`config.mk`:
```
export PLATFORM = sky130hd
export DESIGN_NAME = output_port_fifo
export DESIGN_NICKNAME = d
export VERILOG_FILES = /design/src/rtl/downsample_pkg.sv /design/src/rtl/sync_fifo.sv /design/src/rtl/output_port_fifo.sv
export SDC_FILE = /design/constraint.sdc
export NUM_CORES = 1
export LEC_CHECK = 0
export ABC_AREA = 0
export BUFFER_PORTS_ARGS = -buffer_cell sky130_fd_sc_hd__buf_4
export CAP_MARGIN = 20
export CORE_UTILIZATION = 54
export CTS_CLUSTER_DIAMETER = 100
export DETAILED_ROUTE_END_ITERATION = 16
export GPL_ROUTABILITY_DRIVEN = 0
export MAX_ROUTING_LAYER = met4
export PLACE_DENSITY = 0.75
export SLEW_MARGIN = 10
export SYNTH_ARGS = -nofsm -noshare
export SYNTH_HDL_FRONTEND = slang
export SYNTH_SLANG_ARGS = --single-unit
```
`constraint.sdc`:
```
create_clock -name clock -period 3.14 [get_ports clock]
set_clock_uncertainty 0.2 [all_clocks]
set_input_delay 0.471 -clock clock [delete_from_list [all_inputs] [get_ports clock]]
set_output_delay 0.471 -clock clock [all_outputs]
set_load 0.01 [all_outputs]
```
`src/rtl/downsample_pkg.sv`:
```
// Shared definitions for the downsampler output path.
//   PORT_ADDR_DEFAULT : IRAM address of the processor output port
//   DATA_W            : byte width of captured data
//   COUNT_W           : width of the captured-pixel counter
//   state_e           : output-port FSM states
package downsample_pkg;

    localparam int unsigned PORT_ADDR_DEFAULT = 80;
    localparam int unsigned DATA_W            = 8;
    localparam int unsigned COUNT_W           = 16;

    typedef enum logic [1:0] {
        ST_CAPTURE,
        ST_FLUSH,
        ST_DONE
    } state_e;

endpackage

```
`src/rtl/sync_fifo.sv`:
```
// Single-clock FIFO with registered storage and wrapping pointers.
//   clock_i   : system clock, rising edge
//   reset_n_i : asynchronous active-low reset (pointers and occupancy)
//   push_i    : write data_i; honoured when not full, or when full with a pop
//   pop_i     : remove head byte; ignored while empty
//   data_i    : write data
//   data_o    : head-of-FIFO data, zero while empty
//   full_o    : occupancy == DEPTH
//   empty_o   : occupancy == 0
//   count_o   : occupancy, 0..DEPTH
module sync_fifo #(
    parameter int unsigned DEPTH = 16,
    parameter int unsigned WIDTH = 8,
    localparam int unsigned AW   = $clog2(DEPTH)
) (
    input  logic             clock_i,
    input  logic             reset_n_i,
    input  logic             push_i,
    input  logic             pop_i,
    input  logic [WIDTH-1:0] data_i,
    output logic [WIDTH-1:0] data_o,
    output logic             full_o,
    output logic             empty_o,
    output logic [AW:0]      count_o
);

    localparam logic [AW:0] FULL_COUNT = DEPTH[AW:0];

    logic [WIDTH-1:0] mem_q [DEPTH];
    logic [AW-1:0]    wr_ptr_q, wr_ptr_d;
    logic [AW-1:0]    rd_ptr_q, rd_ptr_d;
    logic [AW:0]      count_q,  count_d;
    logic             wr_en, rd_en;

    assign full_o  = (count_q == FULL_COUNT);
    assign empty_o = (count_q == '0);
    assign count_o = count_q;

    // A full FIFO may still accept a write when the head leaves on the same edge.
    assign rd_en = pop_i && !empty_o;
    assign wr_en = push_i && (!full_o || rd_en);

    // Output is forced to zero while empty so reset clears it without a memory reset.
    assign data_o = empty_o ? '0 : mem_q[rd_ptr_q];

    always_comb begin
        wr_ptr_d = wr_ptr_q;
        rd_ptr_d = rd_ptr_q;
        count_d  = count_q;
        if (wr_en) wr_ptr_d = wr_ptr_q + 1'b1;
        if (rd_en) rd_ptr_d = rd_ptr_q + 1'b1;
        case ({wr_en, rd_en})
            2'b10:   count_d = count_q + 1'b1;
            2'b01:   count_d = count_q - 1'b1;
            default: count_d = count_q;
        endcase
    end

    always_ff @(posedge clock_i or negedge reset_n_i) begin
        if (!reset_n_i) begin
            wr_ptr_q <= '0;
            rd_ptr_q <= '0;
            count_q  <= '0;
        end else begin
            wr_ptr_q <= wr_ptr_d;
            rd_ptr_q <= rd_ptr_d;
            count_q  <= count_d;
        end
    end

    always_ff @(posedge clock_i) begin
        if (wr_en) mem_q[wr_ptr_q] <= data_i;
    end

endmodule

```
`src/rtl/output_port_fifo.sv`:
```
// Captures processor writes to the output-port IRAM address into a FIFO and
// streams them out with a valid/ready handshake until one image is complete.
//   clock        : system clock, rising edge
//   reset_n      : asynchronous active-low reset
//   wren         : processor IRAM write enable
//   IRAM_address : processor IRAM write address
//   data         : processor IRAM write data
//   out_data     : head-of-FIFO byte (zero while empty)
//   out_valid    : out_data holds a valid byte
//   out_ready    : downstream accepts the byte
//   pix_count    : bytes accepted since reset, saturating
//   overflow     : sticky, a port write was dropped on a full FIFO
//   done         : whole image captured and drained
module output_port_fifo
    import downsample_pkg::*;
#(
    parameter int unsigned DEPTH     = 16,
    parameter int unsigned PORT_ADDR = PORT_ADDR_DEFAULT,
    parameter int unsigned N_PIXELS  = 4096
) (
    input  logic               clock,
    input  logic               reset_n,
    input  logic               wren,
    input  logic [7:0]         IRAM_address,
    input  logic [DATA_W-1:0]  data,
    output logic [DATA_W-1:0]  out_data,
    output logic               out_valid,
    input  logic               out_ready,
    output logic [COUNT_W-1:0] pix_count,
    output logic               overflow,
    output logic               done
);

    localparam int unsigned      AW       = $clog2(DEPTH);
    localparam logic [7:0]       PORT_A   = PORT_ADDR[7:0];
    localparam logic [COUNT_W-1:0] N_PIX  = N_PIXELS[COUNT_W-1:0];

    state_e             state_q, state_d;
    logic [COUNT_W-1:0] pix_count_q, pix_count_d;
    logic               overflow_q, overflow_d;

    logic               fifo_full, fifo_empty;
    logic [AW:0]        fifo_count;
    logic               capture, capture_open, pop, push_ok, drop;

    assign capture      = wren && (IRAM_address == PORT_A);
    assign capture_open = (state_q == ST_CAPTURE);
    assign out_valid    = (fifo_count != '0);
    assign pop          = out_valid && out_ready;
    assign push_ok      = capture && capture_open && (!fifo_full || pop);
    assign drop         = capture && capture_open && fifo_full && !pop;

    sync_fifo #(
        .DEPTH (DEPTH),
        .WIDTH (DATA_W)
    ) u_fifo (
        .clock_i   (clock),
        .reset_n_i (reset_n),
        .push_i    (push_ok),
        .pop_i     (pop),
        .data_i    (data),
        .data_o    (out_data),
        .full_o    (fifo_full),
        .empty_o   (fifo_empty),
        .count_o   (fifo_count)
    );

    always_comb begin
        pix_count_d = pix_count_q;
        if (push_ok && (pix_count_q != '1)) pix_count_d = pix_count_q + 1'b1;
        overflow_d = overflow_q | drop;
    end

    // State register
    always_ff @(posedge clock or negedge reset_n) begin
        if (!reset_n) begin
            state_q     <= ST_CAPTURE;
            pix_count_q <= '0;
            overflow_q  <= 1'b0;
        end else begin
            state_q     <= state_d;
            pix_count_q <= pix_count_d;
            overflow_q  <= overflow_d;
        end
    end

    // Next-state logic; FLUSH sees the FIFO empty one edge after it drains.
    always_comb begin
        state_d = state_q;
        case (state_q)
            ST_CAPTURE: if (push_ok && (pix_count_d == N_PIX)) state_d = ST_FLUSH;
            ST_FLUSH:   if (fifo_empty) state_d = ST_DONE;
            ST_DONE:    state_d = ST_DONE;
            default:    state_d = ST_CAPTURE;
        endcase
    end

    // Output logic
    always_comb begin
        done = (state_q == ST_DONE);
    end

    assign pix_count = pix_count_q;
    assign overflow  = overflow_q;

endmodule

```
**Word level (Yosys, flattened, before mapping)**

Memory sizes are Yosys's and may differ from the RTL's.
Index checks and enable logic that the tools add are counted.

- Output and inout port bits: 27
- Bits in registers: 32
- Memories kept: 1
- Bits in writable memories: 128
- Bits of input ports: 20
- Word-level logic and storage cells: 51

Memory list:

| memory | words | width | rd ports | clocked after Yosys merged registers in | wr ports | line | source |
|---|---|---|---|---|---|---|---|
| u_fifo.mem_q | 16 | 8 | 1 | 0 | 1 | sync_fifo.sv:29 | `logic [WIDTH-1:0] mem_q [DEPTH];` |

- Reductions and logical operators: 20
- Multiplexer cells: 8
- Equality and inequality tests: 10
- Bitwise operators: 1
- $add $sub $neg: 5

Operators by type and width:

| cell | count |
|---|---|
| $add A16 B1 Y16 const B | 1 |
| $eq A16 B13 Y1 const B | 1 |
| $mux W16 | 1 |
| $ne A16 B16 Y1 const B | 1 |
| $logic_and A1 B1 Y1 | 10 |
| $pmux W5 S2 | 1 |
| $add A4 B1 Y4 const B | 2 |
| $eq A8 B7 Y1 const B | 1 |
| $mux W8 | 1 |
| $pmux W2 S3 | 1 |
| $add A5 B1 Y5 const B | 1 |
| $eq A5 B5 Y1 const B | 1 |
| $logic_not A5 Y1 | 1 |
| $reduce_bool A5 Y1 | 1 |
| $sub A5 B1 Y5 const B | 1 |
| $eq A2 B1 Y1 const B | 2 |
| $eq A2 B2 Y1 const B | 2 |
| $mux W2 | 2 |
| $ne A2 B1 Y1 const B | 2 |
| $logic_not A1 Y1 | 3 |
| $logic_not A2 Y1 | 1 |
| $logic_or A1 B1 Y1 | 2 |
| $mux W1 | 2 |
| $reduce_and A2 Y1 | 1 |
| other kinds (2) | 2 |

**Logic depth before layout (Yosys ltp)**

Gate-level depths: netlist of the first run.

- Depth in word-level cells: 10
- Gate-level depth with buffers: 14
- Gate-level depth less buffers: 14

**Cells and area by module**

A second synthesis of the first run with hierarchy kept.

- Cells, all modules: 446
- Area, all modules: 7196.9 um^2

Modules (own cells, without submodules):

| module | cells an instance | sequential area each (um^2) | instances | area an instance (um^2) |
|---|---|---|---|---|
| sync_fifo | 302 | 4169.0 | 1 | 5878.1 |
| output_port_fifo | 144 | 475.5 | 1 | 1318.8 |

**Worst setup path after synthesis of the first run**

OpenSTA, ideal clock, no wires.

- Path type: register to output
- Start: reg u_fifo.rd_ptr_q[0]
- End: out out_data[0]
- Stages on the path, launching flop included: 6
- Data arrival time: 2391 ps
- Required time: 2469 ps
- Path slack: 78 ps
- Path buffers: 2
- Cells stage by stage: dfrtp_1 clkbuf_1 buf_1 mux4_2 mux4_2 and2_1

- Longest elaborated chain between the ends: 2

Ends and longest elaborated chain:

| what | line | source |
|---|---|---|
| start, declared | sync_fifo.sv:31 | `logic [AW-1:0] rd_ptr_q, rd_ptr_d;` |
| start signal, assigned | sync_fifo.sv:66 | `rd_ptr_q <= rd_ptr_d;` |
| $mem_v2 Z16 W8 | -- |  |
| $mux W8 | sync_fifo.sv:44 | `assign data_o = empty_o ? '0 : mem_q[rd_ptr_q];` |
| end, declared | output_port_fifo.sv:26 | `output logic [DATA_W-1:0] out_data,` |

Every way passes these cells.

**Worst setup path after layout of the first run**

- Start: reg u_fifo.rd_ptr_q[0]
- End: out out_data[6]

The elaborated chain is that of the path after synthesis.

==> flow_summary.ini, run 1 <==
[status]
status = finished, final reports clean

[place]
port_buffers = 46
placed_cell_area_um2 = 7811
place.detailed.instances = 645
dp_hpwl_um = 9440

[detailed_routing]
initialDrtViolationCount = 372
drt-total-wl_um = 14270
drc = 0
viasPerCell = 5.730
ant_nets = 0
drt_pass1_iterations = 5
num_vias = 3885
wire_per_inst_um = 21.05

[pwr]
peakVddDrop_uv = 350.0
pwr_density_cell_nw_per_um2 = 735.1
power.leakage_nw = 3.117
p_total_mw = 6.202

[sta]
hold_violations = 0
setup_viol_count_final = 0
period_share_pct = 99.00
slew_violations = 0
fin_setup_tns_ns = 0
fmax_mhz = 321.7
grt_setup_unrepaired = true
timing.slew.headroom_pct = 64.48
min_period_ns = 3.108
worstMarginPinSlew_ns = 0.5328

[yosys]
synth_top_area_share_pct = 55.25
synth_nets = 437
synth_area_um2 = 6957
ys_seq_area_share_pct = 66.76
synthCells = 402
ys_seq_elements = 160
synth_edf_count = 128
syn_area_per_cell_um2 = 17.31
synthTopCellsByArea = edfxtp_1 (55%), mux4_2 (13%), dfrtp_1 (12%)
ys.flop_type = edfxtp_1
yosysWarnings = 0
synthDistinctLibCells = 48
synth_top_cell_by_area = edfxtp_1
synthArstFlopShare_pct = 20.00

[min_path]
hp-class = input port to flop
whs_path_depth = 1

[global_routing]
grt_max_degree = 36
grt_pass1_wl_um = 22360
grtUsageTotal_pct = 24.60
grt_overflow = 0
grt_pass1_vias = 3990
antenna_found_initial = 0

[cts]
tritoncts = built
clkTransAtPathRegs_ns = 0.06
ctsLongestPathBuffers = 2
insertion_delay_ns = 0.42
cts_root_buffer = clkbuf_16
cts_inserted_buffers = 17
ctsHtreeMaxLevel = 4
cts.sinks = 160

[die]
std_cell_rows = 41
chipHeight_um = 115.5
die_w_um = 115.5
start_util_pct = 55.35
top_level_ports = 47
fp.dieArea_um2 = 13340
core-area_um2 = 12570

[finish]
fillCellCount = 831
multi_input_area_um2 = 2235
final_cell_area_um2 = 8438
drive_gt1_share_pct = 35.97
nets = 530
final_util_pct = 67.14
stdcell_count = 678
final_cell_mix = edfxtp_1 (128), buf_4 (81), mux4_2 (40)
mostFrequentLayoutCell = edfxtp_1
syn_to_final_growth_pct = 21.29
num_antenna_cells = 0
regArea_um2 = 4648

[worst_setup_path]
crit_chain = buf_12 -> mux4_2 -> mux4_2 -> and2_1 -> buf_4
cp.required_ns = 2.47
reg2reg_depth = 9
worst_path_most_repeated_cell = mux4_2
crit_arrival_ns = 2.44
path_max_fanout = 10
end_kind = output port
startpoint_type = flop
path_class = flop to output port
cpPeakStageDelay_ns = 0.53
critPathSlowestCell = dfrtp_4

[job]
cap_viol_max_count = 0
-- cell usage after synthesis, types with 2 or more instances --
cell and n:
a211oi_1 2, a21o_1 3, a21oi_1 4, and2_1 9, and2_2 2, and3_1 5, and4_1 2, buf_1 6
clkbuf_1 9, dfrtp_1 32, edfxtp_1 128, ha_1 14, inv_1 10, mux2_1 2, mux2_2 3, mux2i_1 2
mux4_2 40, nand2_1 22, nand2b_1 3, nand3_1 9, nand4_1 5, nand4_4 2, nor2_1 18, nor2b_1 2
nor3_1 8, nor4_1 4, nor4_4 2, o21ai_0 8, xnor2_1 19, xor2_1 9
-- worst max-delay path, delay by kind of cell, from the launching register on --
kind	cells	cell delay [ns]
flops	1	0.53
buf+inv	2	0.31
simple gates	1	0.17
mux	2	0.99
-- power breakdown --
| part | total [mW] | internal [mW] | switching (mW) |
|---|---|---|---|
| logic | 1.76 | 1.06 | 0.703 |
| clock network | 1.93 | 1.15 | 0.785 |
| registers | 2.51 | 2.36 | 0.145 |
-- final timing paths --
kind | startpoint | end | slack [ns]
worst max-delay path | u_fifo.rd_ptr_q[0] | out_data[6] | 0.03
worst min-delay path | data[5] | u_fifo.mem_q[5][5] | 0.16
worst max register to register | pix_count[0] | state_q[1] | 0.13
worst min register to register | overflow | overflow | 0.26
max in group asynchronous | reset_n | u_fifo.rd_ptr_q[0] | 2.08
min in group asynchronous | reset_n | u_fifo.count_o[0] | 0.32
-- cell type report --
cell class	instances	area share [%]
multi-input combinational	215	26.48
clock inverter	12	1.409
tap	172	2.550
sequential	160	55.09
timing repair buffer	91	8.941
inverter	10	0.4448
clock buffer	18	5.086
-- per-layer routing --
metal  wire length, µm  track usage [%]
met1              6101            32.58
met2              7240            38.16
met3               633            4.707
met4               294            9.264
met5                 0                -
-- registers in the layout, summed over array words and instances, names as in the netlist --
register,flops
u_fifo.wr_ptr_q,4
u_fifo.mem_q,128
pix_count,16
state_q,2
u_fifo.rd_ptr_q,4
u_fifo.count_o,5
overflow,1
-- kinds of logic after synthesis --
family	after synthesis	share of synthesized area, %
buf+inv	27	1.583
flops	160	66.76
xor+xnor	28	3.525
mux	47	14.05
compound gates	23	2.428
fa+ha+maj	15	2.806
simple gates	102	8.849
-- through the flow --
step                      hold slack, ns  setup slack [ns]
final                             0.1562           0.03153
after global routing              0.1641          -0.02786
after CTS                         0.1465          0.003003
after detailed placement          0.2370           0.01913
after global placement            0.2296            0.1858
after floorplan                 -0.02459           0.07775
-- what timing repair did --
action,in CTS,in global routing
gates resized for setup,3,11
hold buffers,1,0
endpoints found under the hold margin,32,0
setup endpoints to repair,8,11
setup buffers,2,0
pin swaps,0,1
Power figures use the tool's default switching activity.
==> run 2, diff against run 1 <==
--- a/config.mk
+++ b/config.mk
@@ -13,8 +13,9 @@
 export DETAILED_ROUTE_END_ITERATION = 16
 export GPL_ROUTABILITY_DRIVEN = 0
 export MAX_ROUTING_LAYER = met4
-export PLACE_DENSITY = 0.75
+export PLACE_DENSITY = 0.71
 export SLEW_MARGIN = 10
 export SYNTH_ARGS = -nofsm -noshare
 export SYNTH_HDL_FRONTEND = slang
 export SYNTH_SLANG_ARGS = --single-unit
+export TNS_END_PERCENT = 100
==> run 2 against run 1 <==
Effect of this change:
- combinational power up 12%
- register-to-register slack better by 0.04 ns
- cell count up 0.15%
- critical path type unchanged
==> flow_summary.ini, run 2 (synthesis gave the netlist of run 1 again) <==
[worst_setup_path]
r2r-start = pix_count[4]
critPathSlowestCell = mux4_2
r2r_setup_slack_ns = 0.17
cp.required_ns = 2.47
cp-startpoint = u_fifo.rd_ptr_q[0]
path_max_fanout = 7
path_class = flop to output port
crit_chain = buf_6 -> clkbuf_16 -> mux4_2 -> mux4_2 -> and2_1 -> buf_6
crit_arrival_ns = 2.42
end_kind = output port
startpoint_type = flop
endpoint = out_data[2]
cpPeakStageDelay_ns = 0.48
regToRegEndpoint = state_q[0]
reg2reg_depth = 7

[finish]
syn_to_final_growth_pct = 23.20
mostFrequentLayoutCell = edfxtp_1
regMostFlops = u_fifo.mem_q
num_antenna_cells = 0
final_cell_area_um2 = 8571
final_util_pct = 68.19
drive_gt1_share_pct = 36.88
nets = 529
final_cell_mix = edfxtp_1 (128), buf_4 (75), mux4_2 (40)
fillCellCount = 830
largest_reg_flops = 128

[pwr]
pwr_density_cell_nw_per_um2 = 770.6
power.leakage_nw = 3.183
p_total_mw = 6.604
peakVddDrop_uv = 397.1

[place]
port_buffers = 46
placed_cell_area_um2 = 7741
dp_hpwl_um = 9164

[job]
cap_viol_max_count = 0

[detailed_routing]
viasPerCell = 5.797
initialDrtViolationCount = 334
wire_per_inst_um = 21.67
ant_nets = 0
num_vias = 3936
drt_pass1_iterations = 5
drt-total-wl_um = 14720
drc = 0

[global_routing]
grt_pass1_vias = 3783
antenna_found_initial = 0
grt_pass1_wl_um = 22350
grt_overflow = 0
grtUsageTotal_pct = 24.69
grt_max_degree = 36

[die]
fp.dieArea_um2 = 13340
start_util_pct = 55.35
top_level_ports = 47
core-area_um2 = 12570
die_w_um = 115.5
chipHeight_um = 115.5
std_cell_rows = 41

[cts]
clkTransAtPathRegs_ns = 0.06
tritoncts = built
ctsHtreeMaxLevel = 4
ctsLongestPathBuffers = 2
insertion_delay_ns = 0.41
cts_root_buffer = clkbuf_16
cts_inserted_buffers = 17
cts.sinks = 160

[sta]
grt_setup_unrepaired = true
slew_violations = 0
timing.slew.headroom_pct = 65.32
hold_violations = 0
worstMarginPinSlew_ns = 0.5203
fmax_mhz = 323.4
setup_viol_count_final = 0
period_share_pct = 98.47
min_period_ns = 3.092

[status]
status = finished, final reports clean

[min_path]
hp-class = input port to flop
[run 2: changes by cell type in the layout (fill, tap and decap cells not counted), moves of 2 or more]
cell | before | now
and2_1 | 6 | 3
buf_6 | 5 | 7
nor3_2 | 1 | 3
buf_16 | 0 | 2
buf_4 | 81 | 75
clkbuf_16 | 17 | 19
and2_4 | 3 | 7
bufinv_16 | 2 | 4
buf_12 | 4 | 2
nor4_2 | 2 | 0
[run 2: timing repair]
item,in CTS,in global routing
cloned,2,2
endpoints found under the setup margin,3,11
gates resized for setup,2,20
setup buffers,3,1
endpoints found under the hold margin,32,0
hold buffers,1,0
pin swaps,0,6
[run 2: where the power goes]
| group | internal [mW] | switching [mW] | leakage (nW) | total [mW] |
|---|---|---|---|---|
| logic | 1.19 | 0.776 | 1.31 | 1.97 |
| registers | 2.36 | 0.138 | 1.57 | 2.50 |
| clock network | 1.33 | 0.810 | 0.301 | 2.14 |
[run 2: critical path, delay by kind of cell (launching register included)]
family | cells | cell delay [ns]
buffers and inverters | 3 | 0.43
DFF | 1 | 0.45
muxes | 2 | 0.96
and+or+nand+nor | 1 | 0.17
[run 2: worst min path at each step]
stage,cells after the start,slack (ns),startpoint,to
after CTS,1,0.14,data[1],u_fifo.mem_q[1][1]
final,1,0.16,data[4],u_fifo.mem_q[8][4]
after global placement,1,0.24,reset_n,u_fifo.count_o[4]
after detailed placement,1,0.25,reset_n,u_fifo.count_o[4]
after floorplan,0,-0.02,reset_n,overflow
after global routing,1,0.16,data[4],u_fifo.mem_q[6][4]
[run 2: per-layer routing]
metal  up-vias  global-route usage [%]  share of wire (%)
met5         -                       -                  0
met3        13                   5.439                6.1
li1       1758                       -                  -
met2       156                   35.73                 49
met4         0                   8.658               0.92
met1      2009                   34.84                 44
[run 2: cell type report]
type                       count  area, µm²  share of cell area (%)
timing repair buffer          90      812.0                   9.474
multi-input combinational    215       2243                   26.18
clock inverter                15      191.4                   2.234
inverter                      10      37.54                  0.4380
clock buffer                  17      425.4                   4.964
sequential                   160       4646                   54.20
tap                          172      215.2                   2.511
[run 2: stage by stage]
step                      cells     TNS, ns  hold WS (ns)  worst slack, ns
after floorplan             402           0      -0.02459          0.07775
after CTS                   677  -0.0007927        0.1415       -0.0007927
after global routing        679     -0.1385        0.1567         -0.02761
final                       679           0        0.1619          0.04795
after global placement      639           0        0.2411           0.1694
after detailed placement    639           0        0.2469          0.03246
